### src/rtl/jesd_rx_pkg.sv
// Shared constants and state encodings for the JESD204B receive lane aligner.
package jesd_rx_pkg;

    localparam logic [7:0] K28_5  = 8'hBC;   // /K/ comma, code-group sync
    localparam logic [7:0] K28_0  = 8'h1C;   // /R/, start of ILAS multiframe
    localparam logic [7:0] K28_3  = 8'h7C;   // /A/, end of multiframe
    localparam int         OCTETS = 4;       // octets per lane word
    localparam int         WORD_W = 8 * OCTETS;

    typedef enum logic {INIT, DATA} cgs_state_t;
    typedef enum logic {WAIT_R, RUN} ilas_state_t;

endpackage

### src/rtl/jesd_rx_lane_cgs.sv
// One JESD lane: code-group sync FSM, ILAS /R/ detect and deskew FIFO.
//
// CGS FSM
//   state | meaning
//   INIT  | hunting for CGS_WORDS consecutive all-K28.5 words
//   DATA  | lane synchronised; ERR_LIMIT consecutive error words drop it
//
// ILAS FSM
//   state  | meaning
//   WAIT_R | SYNC~ released or not, waiting for /R/ in octet 0
//   RUN    | /R/ seen; every word goes into the deskew FIFO
module jesd_rx_lane_cgs
    import jesd_rx_pkg::*;
#(
    parameter int CGS_WORDS = 4,
    parameter int ERR_LIMIT = 3,
    parameter int BUF_DEPTH = 8
) (
    input  logic              clk_i,
    input  logic              rst_n_i,
    input  logic              enable_i,
    input  logic [WORD_W-1:0] rx_data,
    input  logic [OCTETS-1:0] rx_charisk,
    input  logic [OCTETS-1:0] rx_disperr,
    input  logic [OCTETS-1:0] rx_notintable,
    input  logic              sync_n,
    input  logic              flush,
    input  logic              pop,
    output logic              cgs_done,
    output logic              run,
    output logic              wr,
    output logic              full,
    output logic [WORD_W-1:0] rd_data
);

    localparam int CW   = $clog2(CGS_WORDS + 1);
    localparam int EW   = $clog2(ERR_LIMIT + 1);
    localparam int AW   = $clog2(BUF_DEPTH);
    localparam int FW   = AW + 1;
    localparam logic [CW-1:0] CGS_LOAD = CW'(CGS_WORDS - 1);
    localparam logic [EW-1:0] ERR_LOAD = EW'(ERR_LIMIT - 1);
    localparam logic [FW-1:0] DEPTH    = FW'(BUF_DEPTH);

    cgs_state_t        cgs_state;
    ilas_state_t       ilas_state;
    logic [CW-1:0]     k_cnt;
    logic [EW-1:0]     err_cnt;
    logic [WORD_W-1:0] mem [BUF_DEPTH];
    logic [AW-1:0]     wr_ptr;
    logic [AW-1:0]     rd_ptr;
    logic [FW-1:0]     fill;

    logic is_k, is_err, is_r, start, do_wr, do_pop;

    assign is_k   = (rx_data == {OCTETS{K28_5}}) && (rx_charisk == '1);
    assign is_err = |(rx_disperr | rx_notintable);
    assign is_r   = (rx_data[7:0] == K28_0) && rx_charisk[0];
    assign start  = (ilas_state == WAIT_R) && sync_n && is_r;
    assign wr     = (ilas_state == RUN) || start;
    assign full   = (fill == DEPTH);
    // A full FIFO may still take a word when it is popped in the same cycle.
    assign do_wr  = wr && !flush && (!full || pop);
    assign do_pop = pop && (fill != '0);

    assign cgs_done = (cgs_state == DATA);
    assign run      = (ilas_state == RUN);
    assign rd_data  = mem[rd_ptr];

    // CGS FSM with down-counters for the K-word run and the error run.
    always_ff @(posedge clk_i or negedge rst_n_i) begin
        if (!rst_n_i) begin
            cgs_state <= INIT;
            k_cnt     <= CGS_LOAD;
            err_cnt   <= ERR_LOAD;
        end else if (!enable_i) begin
            cgs_state <= INIT;
            k_cnt     <= CGS_LOAD;
            err_cnt   <= ERR_LOAD;
        end else begin
            case (cgs_state)
                INIT: begin
                    if (!is_k) begin
                        k_cnt <= CGS_LOAD;
                    end else if (k_cnt == '0) begin
                        cgs_state <= DATA;
                        k_cnt     <= CGS_LOAD;
                        err_cnt   <= ERR_LOAD;
                    end else begin
                        k_cnt <= k_cnt - 1'b1;
                    end
                end
                DATA: begin
                    if (!is_err) begin
                        err_cnt <= ERR_LOAD;
                    end else if (err_cnt == '0) begin
                        cgs_state <= INIT;
                        err_cnt   <= ERR_LOAD;
                    end else begin
                        err_cnt <= err_cnt - 1'b1;
                    end
                end
                default: cgs_state <= INIT;
            endcase
        end
    end

    // ILAS start detect and FIFO pointers; flush wins over a same-cycle /R/.
    always_ff @(posedge clk_i or negedge rst_n_i) begin
        if (!rst_n_i) begin
            ilas_state <= WAIT_R;
            wr_ptr     <= '0;
            rd_ptr     <= '0;
            fill       <= '0;
        end else if (flush) begin
            ilas_state <= WAIT_R;
            wr_ptr     <= '0;
            rd_ptr     <= '0;
            fill       <= '0;
        end else begin
            if (start) ilas_state <= RUN;
            if (do_wr) wr_ptr <= wr_ptr + 1'b1;
            if (do_pop) rd_ptr <= rd_ptr + 1'b1;
            case ({do_wr, do_pop})
                2'b10:   fill <= fill + 1'b1;
                2'b01:   fill <= fill - 1'b1;
                default: fill <= fill;
            endcase
        end
    end

    // FIFO storage, not reset: contents are only read behind valid pointers.
    always_ff @(posedge clk_i) begin
        if (do_wr) mem[wr_ptr] <= rx_data;
    end

endmodule

### src/rtl/jesd_rx_lane_align.sv
// JESD204B receive front-end: per-lane CGS, SYNC~ generation and lane deskew.
module jesd_rx_lane_align
    import jesd_rx_pkg::*;
#(
    parameter int LANES     = 4,
    parameter int CGS_WORDS = 4,
    parameter int ERR_LIMIT = 3,
    parameter int BUF_DEPTH = 8
) (
    input  logic                    clk_i,
    input  logic                    rst_n_i,
    input  logic                    enable_i,
    input  logic [32*LANES-1:0]     rx_data_i,
    input  logic [4*LANES-1:0]      rx_charisk_i,
    input  logic [4*LANES-1:0]      rx_disperr_i,
    input  logic [4*LANES-1:0]      rx_notintable_i,
    output logic                    sync_n_o,
    output logic [LANES-1:0]        lane_cgs_o,
    output logic                    aligned_o,
    output logic [32*LANES-1:0]     data_o,
    output logic                    valid_o,
    output logic                    overflow_o
);

    logic [LANES-1:0]        cgs_vec, run_vec, wr_vec, full_vec;
    logic [32*LANES-1:0]     rd_vec;
    logic                    all_started, ovf_event, flush, pop;

    for (genvar g = 0; g < LANES; g++) begin : g_lane
        jesd_rx_lane_cgs #(
            .CGS_WORDS (CGS_WORDS),
            .ERR_LIMIT (ERR_LIMIT),
            .BUF_DEPTH (BUF_DEPTH)
        ) u_lane (
            .clk_i         (clk_i),
            .rst_n_i       (rst_n_i),
            .enable_i      (enable_i),
            .rx_data       (rx_data_i[WORD_W*g +: WORD_W]),
            .rx_charisk    (rx_charisk_i[OCTETS*g +: OCTETS]),
            .rx_disperr    (rx_disperr_i[OCTETS*g +: OCTETS]),
            .rx_notintable (rx_notintable_i[OCTETS*g +: OCTETS]),
            .sync_n        (sync_n_o),
            .flush         (flush),
            .pop           (pop),
            .cgs_done      (cgs_vec[g]),
            .run           (run_vec[g]),
            .wr            (wr_vec[g]),
            .full          (full_vec[g]),
            .rd_data       (rd_vec[WORD_W*g +: WORD_W])
        );
    end

    assign lane_cgs_o  = cgs_vec;
    assign all_started = &run_vec;
    // Overflow takes priority over a same-cycle final /R/: all_started is still low.
    assign ovf_event   = !all_started && |(wr_vec & full_vec);
    assign flush       = !enable_i || !(&cgs_vec) || ovf_event;
    assign pop         = all_started && !flush;
    assign aligned_o   = valid_o;

    // SYNC~ released only while enabled and every lane has code-group sync.
    always_ff @(posedge clk_i or negedge rst_n_i) begin
        if (!rst_n_i) sync_n_o <= 1'b0;
        else          sync_n_o <= enable_i && (&cgs_vec);
    end

    // Sticky deskew overflow, cleared only by disabling the link.
    always_ff @(posedge clk_i or negedge rst_n_i) begin
        if (!rst_n_i)       overflow_o <= 1'b0;
        else if (!enable_i) overflow_o <= 1'b0;
        else if (ovf_event) overflow_o <= 1'b1;
    end

    // Aligned output stage: one word from every FIFO per cycle once all lanes run.
    always_ff @(posedge clk_i or negedge rst_n_i) begin
        if (!rst_n_i) begin
            valid_o <= 1'b0;
            data_o  <= '0;
        end else if (pop) begin
            valid_o <= 1'b1;
            data_o  <= rd_vec;
        end else begin
            valid_o <= 1'b0;
            data_o  <= '0;
        end
    end

endmodule

### config.mk
export PLATFORM = sky130hd
export DESIGN_NAME = jesd_rx_lane_align
export DESIGN_NICKNAME = d
export VERILOG_FILES = /design/src/rtl/jesd_rx_pkg.sv /design/src/rtl/jesd_rx_lane_cgs.sv /design/src/rtl/jesd_rx_lane_align.sv
export SDC_FILE = /design/constraint.sdc
export NUM_CORES = 1
export LEC_CHECK = 0
export ABC_AREA = 1
export BUFFER_PORTS_ARGS = -buffer_cell sky130_fd_sc_hd__buf_2
export CORE_MARGIN = 4
export CORE_UTILIZATION = 50
export CTS_CLUSTER_DIAMETER = 40
export DETAILED_ROUTE_END_ITERATION = 6
export MAX_ROUTING_LAYER = met4
export PLACE_DENSITY = 0.7
export SYNTH_ARGS = -nofsm -noshare
export SYNTH_HDL_FRONTEND = slang
export SYNTH_SLANG_ARGS = --single-unit
### constraint.sdc
create_clock -name clk_i -period 3.7 [get_ports clk_i]
set_input_delay 0.185 -clock clk_i [delete_from_list [all_inputs] [get_ports clk_i]]
set_output_delay 0.185 -clock clk_i [all_outputs]
set_load 0.1 [all_outputs]
Word level (Yosys, flattened, before mapping)
Memory sizes are Yosys's and may differ from the RTL's.
Index checks and enable logic that the tools add are counted.
{ "totals": {"wordCells": 306, "rom_bits": 0, "mem_count": 4, "ram_bits": 1024, "input_bits": 179, "latchBits": 0, "out_inout_bits": 136, "regBits": 199} }
{ "memory_table": {"columns": ["name", "depth", "word_bits", "read_ports", "rd_ports_with_merged_regs", "write_ports", "line", "text"], "rows": [
  ["g_lane[0].u_lane.mem", 8, 32, 1, 0, 1, "jesd_rx_lane_cgs.sv:48", "logic [WORD_W-1:0] mem [BUF_DEPTH];"],
  ["g_lane[1].u_lane.mem", 8, 32, 1, 0, 1, "jesd_rx_lane_cgs.sv:48", null],
  ["g_lane[2].u_lane.mem", 8, 32, 1, 0, 1, "jesd_rx_lane_cgs.sv:48", null],
  ["g_lane[3].u_lane.mem", 8, 32, 1, 0, 1, "jesd_rx_lane_cgs.sv:48", null]
]} }
{ "op_classes": {"n_shift": 0, "magnitude_cmp": 0, "mux": 108, "n_addsub": 24, "multipliers": 0, "eq_ne": 37, "bitwise_logic": 13, "div_mod_pow": 0, "n_reduce_logical": 88} }
{ "op_table": {"columns": ["op", "count"], "rows": [
  ["32-bit equality test (second input constant)", 4],
  ["128-bit two-way mux", 1],
  ["3-bit two-way mux", 32],
  ["2-bit two-way mux", 20],
  ["1-bit two-way mux", 39],
  ["4-bit equality test (second input constant)", 8],
  ["8-bit by 5-bit equality test with 1-bit output (second input constant)", 4],
  ["4-bit case mux with 2 select lines", 4],
  ["1-bit logical AND", 31],
  ["3-bit by 1-bit adder with 3-bit output (second input constant)", 8],
  ["3-bit by 2-bit != test with 1-bit output (second input constant)", 8],
  ["2-bit nonzero test", 12],
  ["4-bit OR reduction", 5],
  ["4-bit by 1-bit adder with 4-bit output (second input constant)", 4],
  ["4-bit two-way mux", 4],
  ["4-bit OR", 4],
  ["2-bit case mux with 2 select lines", 4],
  ["4-bit nonzero test", 4],
  ["4-bit by 1-bit subtractor with 4-bit output (second input constant)", 4],
  ["3-bit logical NOT", 4],
  ["3-bit nonzero test", 4],
  ["3-bit by 1-bit subtractor with 3-bit output (second input constant)", 4],
  ["1-bit logical OR", 10],
  ["2-bit by 1-bit equality test with 1-bit output (second input constant)", 4],
  ["11 further kinds", 44]
]} }

Logic depth before layout (Yosys ltp)
Gate-level depths: netlist (run 1).
{ "logic_depth": {"depth_word": 15, "ltp_mapped": 14, "depth_no_buf": 14} }

Hierarchy
Synthesis (run 1) repeated with hierarchy kept, for this count alone.
{ "hier_totals": {"cells_unflattened": 3999, "hier_area_um2": 49611.3} }
{ "modules_own_cells": {"columns": ["module", "area_each_um2", "seq_area_each_um2", "n_inst", "cells_per_inst"], "rows": [
  ["jesd_rx_lane_cgs at g_lane[3].u_lane", 11080.6, 8116.5, 1, 894],
  ["jesd_rx_lane_cgs at g_lane[2].u_lane", 11079.4, 8116.5, 1, 894],
  ["jesd_rx_lane_cgs at g_lane[0].u_lane", 11069.4, 8116.5, 1, 898],
  ["jesd_rx_lane_cgs at g_lane[1].u_lane", 11046.8, 8116.5, 1, 893],
  ["jesd_rx_lane_align", 5335.1, 3278.1, 1, 420]
]} }

Least setup slack after synthesis (run 1)
No wires, ideal clock.
{ "synth_timing": {"kind": "reg2reg", "startpoint": "register sync_n_o", "endpoint": "memory g_lane[1].u_lane.mem[7][0] in the netlist's numbering, enable pin", "path_slack_ns": -0.767, "setup_time_ns": 0.461, "required_time_ns": 3.239, "arrival_ns": 4.006, "path_buffers": 1, "period_less_slack_ns": 4.467, "stages_incl_launch_ff": 13, "cell_sequence": "dfrtp_1 > nand2_1 > nor2_1 > nand3_1 > nand2_1 > nand2_1 > nand2_1 > nor2_1 > nor2_2 > nor2_2 > buf_6 > nand3_2 > nor3_1"} }
{ "synth_via": {"elab_chain_len": 13, "word_cells_on_any_way": 23, "classes_between": "mux (2); bitwise (1); reduce/logical (20)"} }
{ "synth_rtl": {"columns": ["element", "line", "text"], "rows": [
  ["from (decl)", "jesd_rx_lane_align.sv:17", "output logic sync_n_o,"],
  ["from (signal assigned)", "jesd_rx_lane_align.sv:64", "else sync_n_o <= enable_i && (&cgs_vec);"],
  ["1-bit logical AND (2 in a row)", "jesd_rx_lane_cgs.sv:58", "assign start = (ilas_state == WAIT_R) && sync_n && is_r;"],
  ["1-bit logical OR", "jesd_rx_lane_cgs.sv:59", "assign wr = (ilas_state == RUN) || start;"],
  ["4-bit bitwise AND", "jesd_rx_lane_align.sv:56", "assign ovf_event = !all_started && |(wr_vec & full_vec);"],
  ["4-bit OR reduction", "jesd_rx_lane_align.sv:56", null],
  ["1-bit logical AND", "jesd_rx_lane_align.sv:56", null],
  ["1-bit logical OR", "jesd_rx_lane_align.sv:57", "assign flush = !enable_i || !(&cgs_vec) || ovf_event;"],
  ["1-bit logical NOT", "jesd_rx_lane_cgs.sv:62, jesd_rx_lane_align.sv:58", null],
  ["1-bit logical AND", "jesd_rx_lane_align.sv:58", "assign pop = all_started && !flush;"],
  ["1-bit logical OR", "jesd_rx_lane_cgs.sv:62", "assign do_wr = wr && !flush && (!full || pop);"],
  ["1-bit logical AND (*)", "jesd_rx_lane_cgs.sv:62", null],
  ["1-bit two-way mux (*)", "jesd_rx_lane_cgs.sv:133", "if (do_wr) mem[wr_ptr] <= rx_data;"],
  ["1-bit two-way mux (not written as such) (*)", "jesd_rx_lane_cgs.sv:133", null],
  ["to (decl)", "jesd_rx_lane_cgs.sv:48", null]
]} }
Mark *: on every way between the ends. The rest lies on a longest branch, timed or not.

Worst setup path after layout (run 1)
{ "layout_timing": {"startpoint": "register sync_n_o", "endpoint": "memory g_lane[1].u_lane.mem[6][27] in the netlist's numbering, enable pin"} }
Same word-level chain as after synthesis.

==> impl_metrics.py, run 1 <==
metrics = {
    "routing": {
        "avgViaCountPerCell": 5.43,
        "drt_first_pass_iters": 6,
        "average_wire_per_cell_in_the_routed_design_um": 19.8,
        "remaining_drc_errors": 0,
        "vias": 30700,
        "routed_wl_mm": 112,
        "drtIter0Drc": 2939,
        "ant_nets": 0,
    },
    "cts": {
        "cts_buffers": 152,
        "cts_buffer_depth": 3,
        "worstSkewPairLatency_ps": 740,
        "cts.root.buffer_cell": "sky130_fd_sc_hd__clkbuf_16",
        "cts.clk_slew.worst_paths_ps": 60,
        "cts_tree": "yes",
        "htree_num_levels": 4,
        "clkSinkCount": 1223,
        "cts_setup_buffers": 0,
    },
    "setup_path": {
        "required_ps": 4060,
        "reg2reg_to": "g_lane[1].u_lane.mem[6][27]",
        "end_kind": "flop",
        "cpMaxStageDelayCell": "sky130_fd_sc_hd__dfrtp_1",
        "critical_path_peak_fanout": 32,
        "critPathKind": "flop to flop",
        "cp-start-kind": "flop",
        "cp_cell_sequence": "nand2_1 > nor2_1 > nand3_1 > nand2_1 > nand2_1 > nand2_1 > o21bai_2 > nand2_2 > nor2_2 > nand3_1 > nor2_4 > buf_4",
        "crit_family": "simple AND/OR/NAND/NOR gates",
        "reg2reg_from": "sync_n_o",
        "critical_path.most_common_cell": "sky130_fd_sc_hd__nand2_1",
        "ff2ff_setup_slack_ps": 430,
        "slowest_delay_ps": 630,
        "ff2ff_path_depth": 12,
        "crit_arrival_ps": 3630,
        "cp.buffers_inverters": 1,
    },
    "grt": {
        "grt_start_max_net_pins": 88,
        "grt.total_usage_pct": 22.8,
        "grt_antenna_before_repair": 4,
        "grt_first_pass_wirelength_mm": 172,
        "overflow": 0,
        "first_global_vias": 30300,
    },
    "sta": {
        "timing_max_transition_violations_final": 0,
        "finClkSkew_ps": 22.7,
        "unrepaired_setup_endpoints_after_global_routing": "no",
        "hold_viol": 1,
        "achievable-frequency_mhz": 305,
        "setup_viol": 0,
        "fin_crit_sh_pct": 88.5,
        "setup_slack_ps": 426,
        "period_needed_ps": 3270,
        "tightestPinTransition_ps": 1200,
        "max_slew_margin_pct": 20.2,
        "final_hold_slack_ps": -3.29,
        "finalSetupTns_ps": 0,
    },
    "finish": {
        "nFillCells": 7200,
        "layout_common_cells": "1082 x sky130_fd_sc_hd__nor2_1, 1024 x sky130_fd_sc_hd__edfxtp_1, 522 x sky130_fd_sc_hd__o21ai_0",
        "stdcell_count": 5665,
        "layout-drive-gt1-share_pct": 16.5,
        "layout-area-overhead-vs-synth_pct": 20.1,
        "layout_commonest_cell": "sky130_fd_sc_hd__nor2_1",
        "nets": 4482,
    },
    "pwr": {
        "power_frac_seq_pct": 50.5,
        "switching_power_w": 0.00604,
        "power_frac_comb_pct": 1.7,
        "clock_power_share_pct": 47.8,
        "switching_share_pct": 20.4,
        "cell_internal_power_dissipation_w": 0.0235,
        "max-vdd-ir-drop_v": 0.000453,
        "powerDensity_nw_per_um2": 515,
        "static_leakage_nw": 21.2,
    },
    "floorplan": {
        "die_area_um2": 101000,
        "die_height_um": 317,
        "coreArea_um2": 95000,
        "die_w_um": 317,
        "initial_core_util_pct": 50.3,
        "placement_rows": 113,
        "floorplan.io_pins": 315,
    },
    "synth": {
        "postSynthAreaPerCell_um2": 12.6,
        "synth.distinct_cells": 46,
        "synth.ff_latch_count": 1223,
        "synthAdderAreaFrac_pct": 0.837,
        "synth-compound-area-share_pct": 10.1,
        "yosys_warnings": 0,
        "synth_sequential_area_ratio_pct": 74.7,
        "synth_mux_area_share_pct": 0,
        "cells_after_synth": 3794,
        "yosys.area_share.simple_pct": 11.2,
        "synth.cell_area_um2": 47800,
        "dominant_combinational_cell_family_by_area_after_synthesis": "simple AND/OR/NAND/NOR gates",
        "synth-xor-area-share_pct": 0.385,
    },
    "place": {
        "pre_cts_ws_ps": 382,
        "routabilityCongestion": 0.803,
        "place.port_buffers": 314,
        "number_of_cells_after_detailed_placement": 5238,
        "hpwlAfterDp_mm": 65.1,
    },
    "outcome": {
        "run_status": "finished with violations",
        "violations": "negative hold slack",
    },
    "hold_path": {
        "hold_class": "input port to asynchronous set/reset pin",
    },
    "run": {
        "cap_viol_max_count": 0,
    },
}
[power groups by stage]
stage / clock network (W) / registers (W) / logic [W]
6_report: 0.0141 / 0.0149 / 0.000498
3_5_place_dp: 0 / 0.0152 / 0.000384
3_3_place_gp: 0 / 0.0152 / 0.000373
5_1_grt: 0.0150 / 0.0149 / 0.000549
4_1_cts: 0.0144 / 0.0149 / 0.000503
2_1_floorplan: 0 / 0.0152 / 0.0000316
[worst register-to-register path: stages, from the launching register on]
cell                       delay [ps]
sky130_fd_sc_hd__dfrtp_1          630
sky130_fd_sc_hd__nand2_1          190
sky130_fd_sc_hd__nor2_1            50
sky130_fd_sc_hd__nand3_1          150
sky130_fd_sc_hd__nand2_1          130
sky130_fd_sc_hd__nand2_1           80
sky130_fd_sc_hd__nand2_1           90
sky130_fd_sc_hd__o21bai_2         150
sky130_fd_sc_hd__nand2_2          210
sky130_fd_sc_hd__nor2_2           210
sky130_fd_sc_hd__nand3_1          350
sky130_fd_sc_hd__nor2_4           170
sky130_fd_sc_hd__buf_4            460
[how the worst max path moves through the flow]
stage / startpoint / endpoint / slack [ps] / cells past startpoint
3_5_place_dp: sync_n_o / g_lane[0].u_lane.mem[2][10] / 380 / 14
6_report: sync_n_o / g_lane[1].u_lane.mem[6][27] / 430 / 12
2_1_floorplan: sync_n_o / g_lane[1].u_lane.mem[7][0] / -770 / 12
5_1_grt: sync_n_o / g_lane[0].u_lane.mem[2][12] / 180 / 14
4_1_cts: sync_n_o / g_lane[0].u_lane.mem[2][12] / 370 / 14
3_3_place_gp: sync_n_o / g_lane[0].u_lane.mem[2][6] / 440 / 14
[logic make-up (layout without fill, tap and decap cells)]
family | count (synthesis) | after routing
buffers and inverters | 315 | 912
adder cells (fa/ha/maj) | 32 | 32
AND/OR/NAND/NOR | 1365 | 1365
XOR/XNOR | 21 | 21
other | 1 | 10
flip-flops | 1223 | 1223
AO/OA/AOI/OAI | 837 | 837
[cell usage after synthesis, drive strengths merged]
library cell     n  area share [%]
a311oi         128             2.3
nor3b            5           0.078
nand2          163             1.3
o31ai           17            0.28
o21ai          528             5.5
a21oi          138             1.5
o21bai           1           0.024
o22ai            1           0.013
inv             93            0.73
nand4           13            0.17
xnor2            6            0.11
nand3b           8            0.13
clkinv           1          0.0078
clkbuf         112            0.88
nand3           29            0.31
xor2            15            0.27
dfrtp          187             9.8
o21a             4           0.063
o211ai          11            0.17
edfxtp        1024              64
or2              1           0.013
conb             1          0.0078
nor2b            1           0.013
ha              32            0.84
nor4b            4           0.073
o311ai           4           0.073
nor3             9            0.10
and2             1           0.013
a31o             5           0.092
dfstp           12            0.66
buf            109             1.1
nor2          1118             8.8
nor4            13            0.17
[routing by layer]
| layer | routed length (um) | track usage (%) | up-vias |
|---|---|---|---|
| met2 | 56000 | 37.3 | 998 |
| met3 | 7030 | 4.24 | 200 |
| met1 | 46400 | 29.4 | 15000 |
| met4 | 2750 | 7.01 | 0 |
| li1 | - | - | 14500 |
| met5 | 0 | - | - |
[sequential cells by signal, summed over array words and instances (netlist names), 8 cells and up]
signal and cells:
data_o 128, g_lane.u_lane.fill 16, g_lane.u_lane.rd_ptr 12, g_lane.u_lane.k_cnt 12, g_lane.u_lane.err_cnt 8, g_lane.u_lane.mem 1024, g_lane.u_lane.wr_ptr 12
[cell type report]
class / instances / area (um2) / share of cell area, %
timing repair buffer: 541 / 3810 / 6.63
sequential: 1223 / 35800 / 62.3
tap: 1265 / 1580 / 2.76
multi-input combinational: 2259 / 11000 / 19.2
clock buffer: 197 / 4160 / 7.24
antenna: 6 / 15.0 / 0.0261
inverter: 94 / 358 / 0.623
clock inverter: 80 / 731 / 1.27
[stage by stage]
stage	hold slack, ps	power, W	utilization [%]	cell area, um2
2_1_floorplan	-111	0.0153	-	47800
3_3_place_gp	246	0.0156	53.8	51100
3_5_place_dp	252	0.0156	53.8	51100
4_1_cts	16.0	0.0298	60.4	57400
5_1_grt	61.2	0.0305	60.5	57400
6_report	-3.29	0.0296	60.5	57400
[repair_timing]
action	4_1_cts	5_1_grt
gates resized for setup	0	0
hold buffers	144	0
hold endpoints to repair	1147	0
Note: power is estimated with default switching activity, not from simulation.
==> run 2, diff against run 1 <==
--- a/config.mk
+++ b/config.mk
@@ -9,10 +9,10 @@
 export BUFFER_PORTS_ARGS = -buffer_cell sky130_fd_sc_hd__buf_2
 export CORE_MARGIN = 4
 export CORE_UTILIZATION = 50
-export CTS_CLUSTER_DIAMETER = 40
 export DETAILED_ROUTE_END_ITERATION = 6
 export MAX_ROUTING_LAYER = met4
-export PLACE_DENSITY = 0.7
+export PLACE_DENSITY = 0.68
 export SYNTH_ARGS = -nofsm -noshare
 export SYNTH_HDL_FRONTEND = slang
+export SYNTH_HIERARCHICAL = 1
 export SYNTH_SLANG_ARGS = --single-unit
==> constraint.sdc (replaced) <==
create_clock -name clk_i -period 3.9 [get_ports clk_i]
set_input_delay 0.195 -clock clk_i [delete_from_list [all_inputs] [get_ports clk_i]]
set_output_delay 0.195 -clock clk_i [all_outputs]
set_load 0.1 [all_outputs]
==> run 2 against run 1 <==
Compared with the run above:
- the flow now finishes without violations
- clock-buffer cell count down 12
- sequential cell count did not move
- sequential share of layout area shrank 1.3 points
- non-clock buffer count up 4
- synthesized cell count rose by 5.4%
- worst hold slack improved by 21 ps
- combinational power shrank 1%
- critical path type unchanged
- largest power group unchanged
- highest routed layer unchanged
==> impl_metrics.py, run 2 <==
metrics = {
    "cts": {
        "htree_num_levels": 4,
        "cts_tree": "yes",
        "worstSkewPairLatency_ps": 730,
        "clkSinkCount": 1223,
        "cts.root.buffer_cell": "sky130_fd_sc_hd__clkbuf_16",
        "cts_buffers": 132,
        "post_cts_resize_count": 0,
        "cts.clk_slew.worst_paths_ps": 60,
        "cts_buffer_depth": 3,
        "cts_setup_buffers": 0,
    },
    "synth": {
        "synth.ff_latch_count": 1223,
        "async_reset_ff_share_pct": 16.3,
        "synth.area.top_cells": "sky130_fd_sc_hd__edfxtp_1 62%, sky130_fd_sc_hd__dfrtp_1 9.4%, sky130_fd_sc_hd__nor2_1 7.5%",
        "synth_top_area_cell": "sky130_fd_sc_hd__edfxtp_1",
        "most_instantiated_library_cell_after_synthesis": "sky130_fd_sc_hd__edfxtp_1",
        "synth-edff-count": 1024,
        "mappedNetlistNets": 4210,
        "synth_sequential_area_ratio_pct": 72.0,
        "cells_after_synth": 3999,
        "yosys_warnings": 6,
        "synth.distinct_cells": 48,
        "synthTopCellsByCount": "1024 x sky130_fd_sc_hd__edfxtp_1, 993 x sky130_fd_sc_hd__nor2_1, 500 x sky130_fd_sc_hd__o21ai_0, 256 x sky130_fd_sc_hd__inv_1, 187 x sky130_fd_sc_hd__dfrtp_1",
        "synth.cell_area_um2": 49600,
        "postSynthAreaPerCell_um2": 12.4,
        "synth-main-ff-cell": "sky130_fd_sc_hd__edfxtp_1",
        "synthDominantCellAreaShare_pct": 62.0,
    },
    "pwr": {
        "max-vdd-ir-drop_v": 0.000393,
        "power_frac_comb_pct": 1.8,
        "switching_power_w": 0.00531,
        "clock_power_share_pct": 45.5,
        "powerDensity_nw_per_um2": 458,
        "static_leakage_nw": 22.1,
        "cell_internal_power_dissipation_w": 0.0216,
        "power_frac_seq_pct": 52.7,
        "switching_share_pct": 19.8,
    },
    "finish": {
        "largest_register_ffs": 1024,
        "registers.top_by_ff_count": "g_lane.u_lane/mem",
        "final-seq-area_um2": 35800,
        "layout_common_cells": "1024 x sky130_fd_sc_hd__edfxtp_1, 961 x sky130_fd_sc_hd__nor2_1, 500 x sky130_fd_sc_hd__o21ai_0",
        "nets": 4678,
        "finish.instance_area_um2": 58700,
        "biggest_regs": "g_lane.u_lane/mem (1024), data_o (128), g_lane.u_lane/fill (16)",
        "layout-drive-gt1-share_pct": 18.0,
        "stdcell_count": 5871,
        "multi_input_comb_area_um2": 11900,
        "layout-area-overhead-vs-synth_pct": 18.3,
        "nFillCells": 7564,
        "layout_commonest_cell": "sky130_fd_sc_hd__edfxtp_1",
    },
    "floorplan": {
        "die_w_um": 323,
        "floorplan.io_pins": 315,
        "die_area_um2": 104000,
        "placement_rows": 115,
        "initial_core_util_pct": 50.4,
        "coreArea_um2": 98400,
        "die_height_um": 323,
    },
    "grt": {
        "grt_first_pass_wirelength_mm": 178,
        "grt_antenna_before_repair": 8,
        "first_global_vias": 31300,
        "grt_start_max_net_pins": 130,
        "grt.total_usage_pct": 22.6,
        "overflow": 0,
    },
    "setup_path": {
        "crit_arrival_ps": 4000,
        "critPathKind": "flop to flop",
        "critical_path_peak_fanout": 25,
        "cp-start-kind": "flop",
        "cp.buffers_inverters": 5,
        "critical_path.most_common_cell": "sky130_fd_sc_hd__nand2_1",
        "end_kind": "flop",
        "required_ps": 4310,
        "timing.critical_path.depth": 16,
        "ff2ff_path_depth": 16,
        "ff2ff_setup_slack_ps": 310,
        "cp_cell_sequence": "buf_4 > nand2_1 > nor2_1 > nand3_1 > nand2_2 > nand2_1 > nand2_1 > o21ai_0 > nand2_1 > buf_4 > bufinv_8 > nand3_4 > inv_1 > nand2_1 > nor2_4 > buf_12",
        "crit_family": "simple AND/OR/NAND/NOR gates",
        "slowest_delay_ps": 560,
        "cpMaxStageDelayCell": "sky130_fd_sc_hd__dfrtp_1",
    },
    "place": {
        "pre_cts_ws_ps": 289,
        "place.port_buffers": 314,
        "number_of_cells_after_detailed_placement": 5473,
        "routabilityCongestion": 0.803,
        "detailed_place.area_um2": 52900,
        "hpwlAfterDp_mm": 67.2,
    },
    "routing": {
        "avgViaCountPerCell": 5.41,
        "average_wire_per_cell_in_the_routed_design_um": 19.6,
        "vias": 31700,
        "drtIter0Drc": 2875,
        "remaining_drc_errors": 0,
        "ant_nets": 0,
        "routed_wl_mm": 115,
        "drt_first_pass_iters": 6,
    },
    "run": {
        "cap_viol_max_count": 0,
    },
    "sta": {
        "hold_viol": 0,
        "fin_crit_sh_pct": 92.0,
        "achievable-frequency_mhz": 279,
        "final_hold_slack_ps": 17.4,
        "finClkSkew_ps": 29.7,
        "finalSetupTns_ps": 0,
        "max_slew_margin_pct": 26.7,
        "tightestPinTransition_ps": 1090,
        "setup_slack_ps": 313,
        "timing_max_transition_violations_final": 0,
        "period_needed_ps": 3590,
        "unrepaired_setup_endpoints_after_global_routing": "no",
        "setup_viol": 0,
    },
    "outcome": {
        "run_status": "finished clean",
    },
    "hold_path": {
        "hold_class": "input port to asynchronous set/reset pin",
    },
}
run 2: changes by cell type after synthesis, sizes merged, moves of 12 or more:
| cell | previous run | this run |
|---|---|---|
| buf | 109 | 92 |
| a31oi | 0 | 132 |
| o22ai | 1 | 133 |
| inv | 93 | 278 |
| a311oi | 128 | 0 |
| o31ai | 17 | 0 |
| a21oi | 138 | 26 |
| xor2 | 15 | 3 |
| o21ai | 528 | 552 |
| nand3 | 29 | 56 |
run 2: final timing paths:
kind | startpoint | end
max in group asynchronous | rst_n_i | g_lane[2].u_lane/rd_ptr[0]
min in group clk_i | rx_notintable_i[0] | g_lane[0].u_lane/cgs_done
setup / recovery | sync_n_o | g_lane[2].u_lane/mem[6][0]
setup reg to reg | sync_n_o | g_lane[2].u_lane/mem[6][0]
hold reg to reg | g_lane[0].u_lane/err_cnt[0] | g_lane[0].u_lane/err_cnt[0]
hold / removal | rst_n_i | data_o[120]
run 2: logic make-up after synthesis:
kind of cell,synth area share [%]
XOR/XNOR,0.119
adder cells (fa/ha/maj),0.807
AND/OR/NAND/NOR,13.0
flip-flops,72.0
buffers and inverters,4.52
AO/OA/AOI/OAI,9.50
run 2: what timing repair did:
item / 4_1_cts / 5_1_grt
setup endpoints to repair: 0 / 0
hold endpoints to repair: 1229 / 0
hold buffers: 147 / 0
run 2: layer usage:
metal	GRT usage (%)	vias up	routed length, um
li1	-	15000	-
met1	30.1	15500	49000
met2	36.4	1023	56200
met3	3.76	181	7210
met4	6.62	0	2570
met5	-	-	0
run 2: metrics by stage:
step	util, %	total power (W)
finish	59.7	0.0269
global route	59.6	0.0278
CTS	59.6	0.0271
detailed placement	53.8	0.0148
global placement	53.8	0.0148
floorplan	-	0.0145
run 2: cell type report:
cell class | count | area share (%)
Multi-Input combinational cell | 2283 | 20.2
Antenna cell | 9 | 0.0384
Sequential cell | 1223 | 60.9
Clock buffer | 185 | 6.34
Clock inverter | 57 | 0.953
Inverter | 282 | 1.88
Tap cell | 1287 | 2.74
Timing Repair Buffer | 545 | 6.91
run 2: power by group through the flow:
stage          Combinational (W)  Sequential (W)  Clock, W
2_1_floorplan          0.0000371          0.0145         0
3_3_place_gp            0.000365          0.0144         0
3_5_place_dp            0.000377          0.0144         0
4_1_cts                 0.000494          0.0142    0.0125
5_1_grt                 0.000538          0.0142    0.0131
6_report                0.000492          0.0142    0.0122
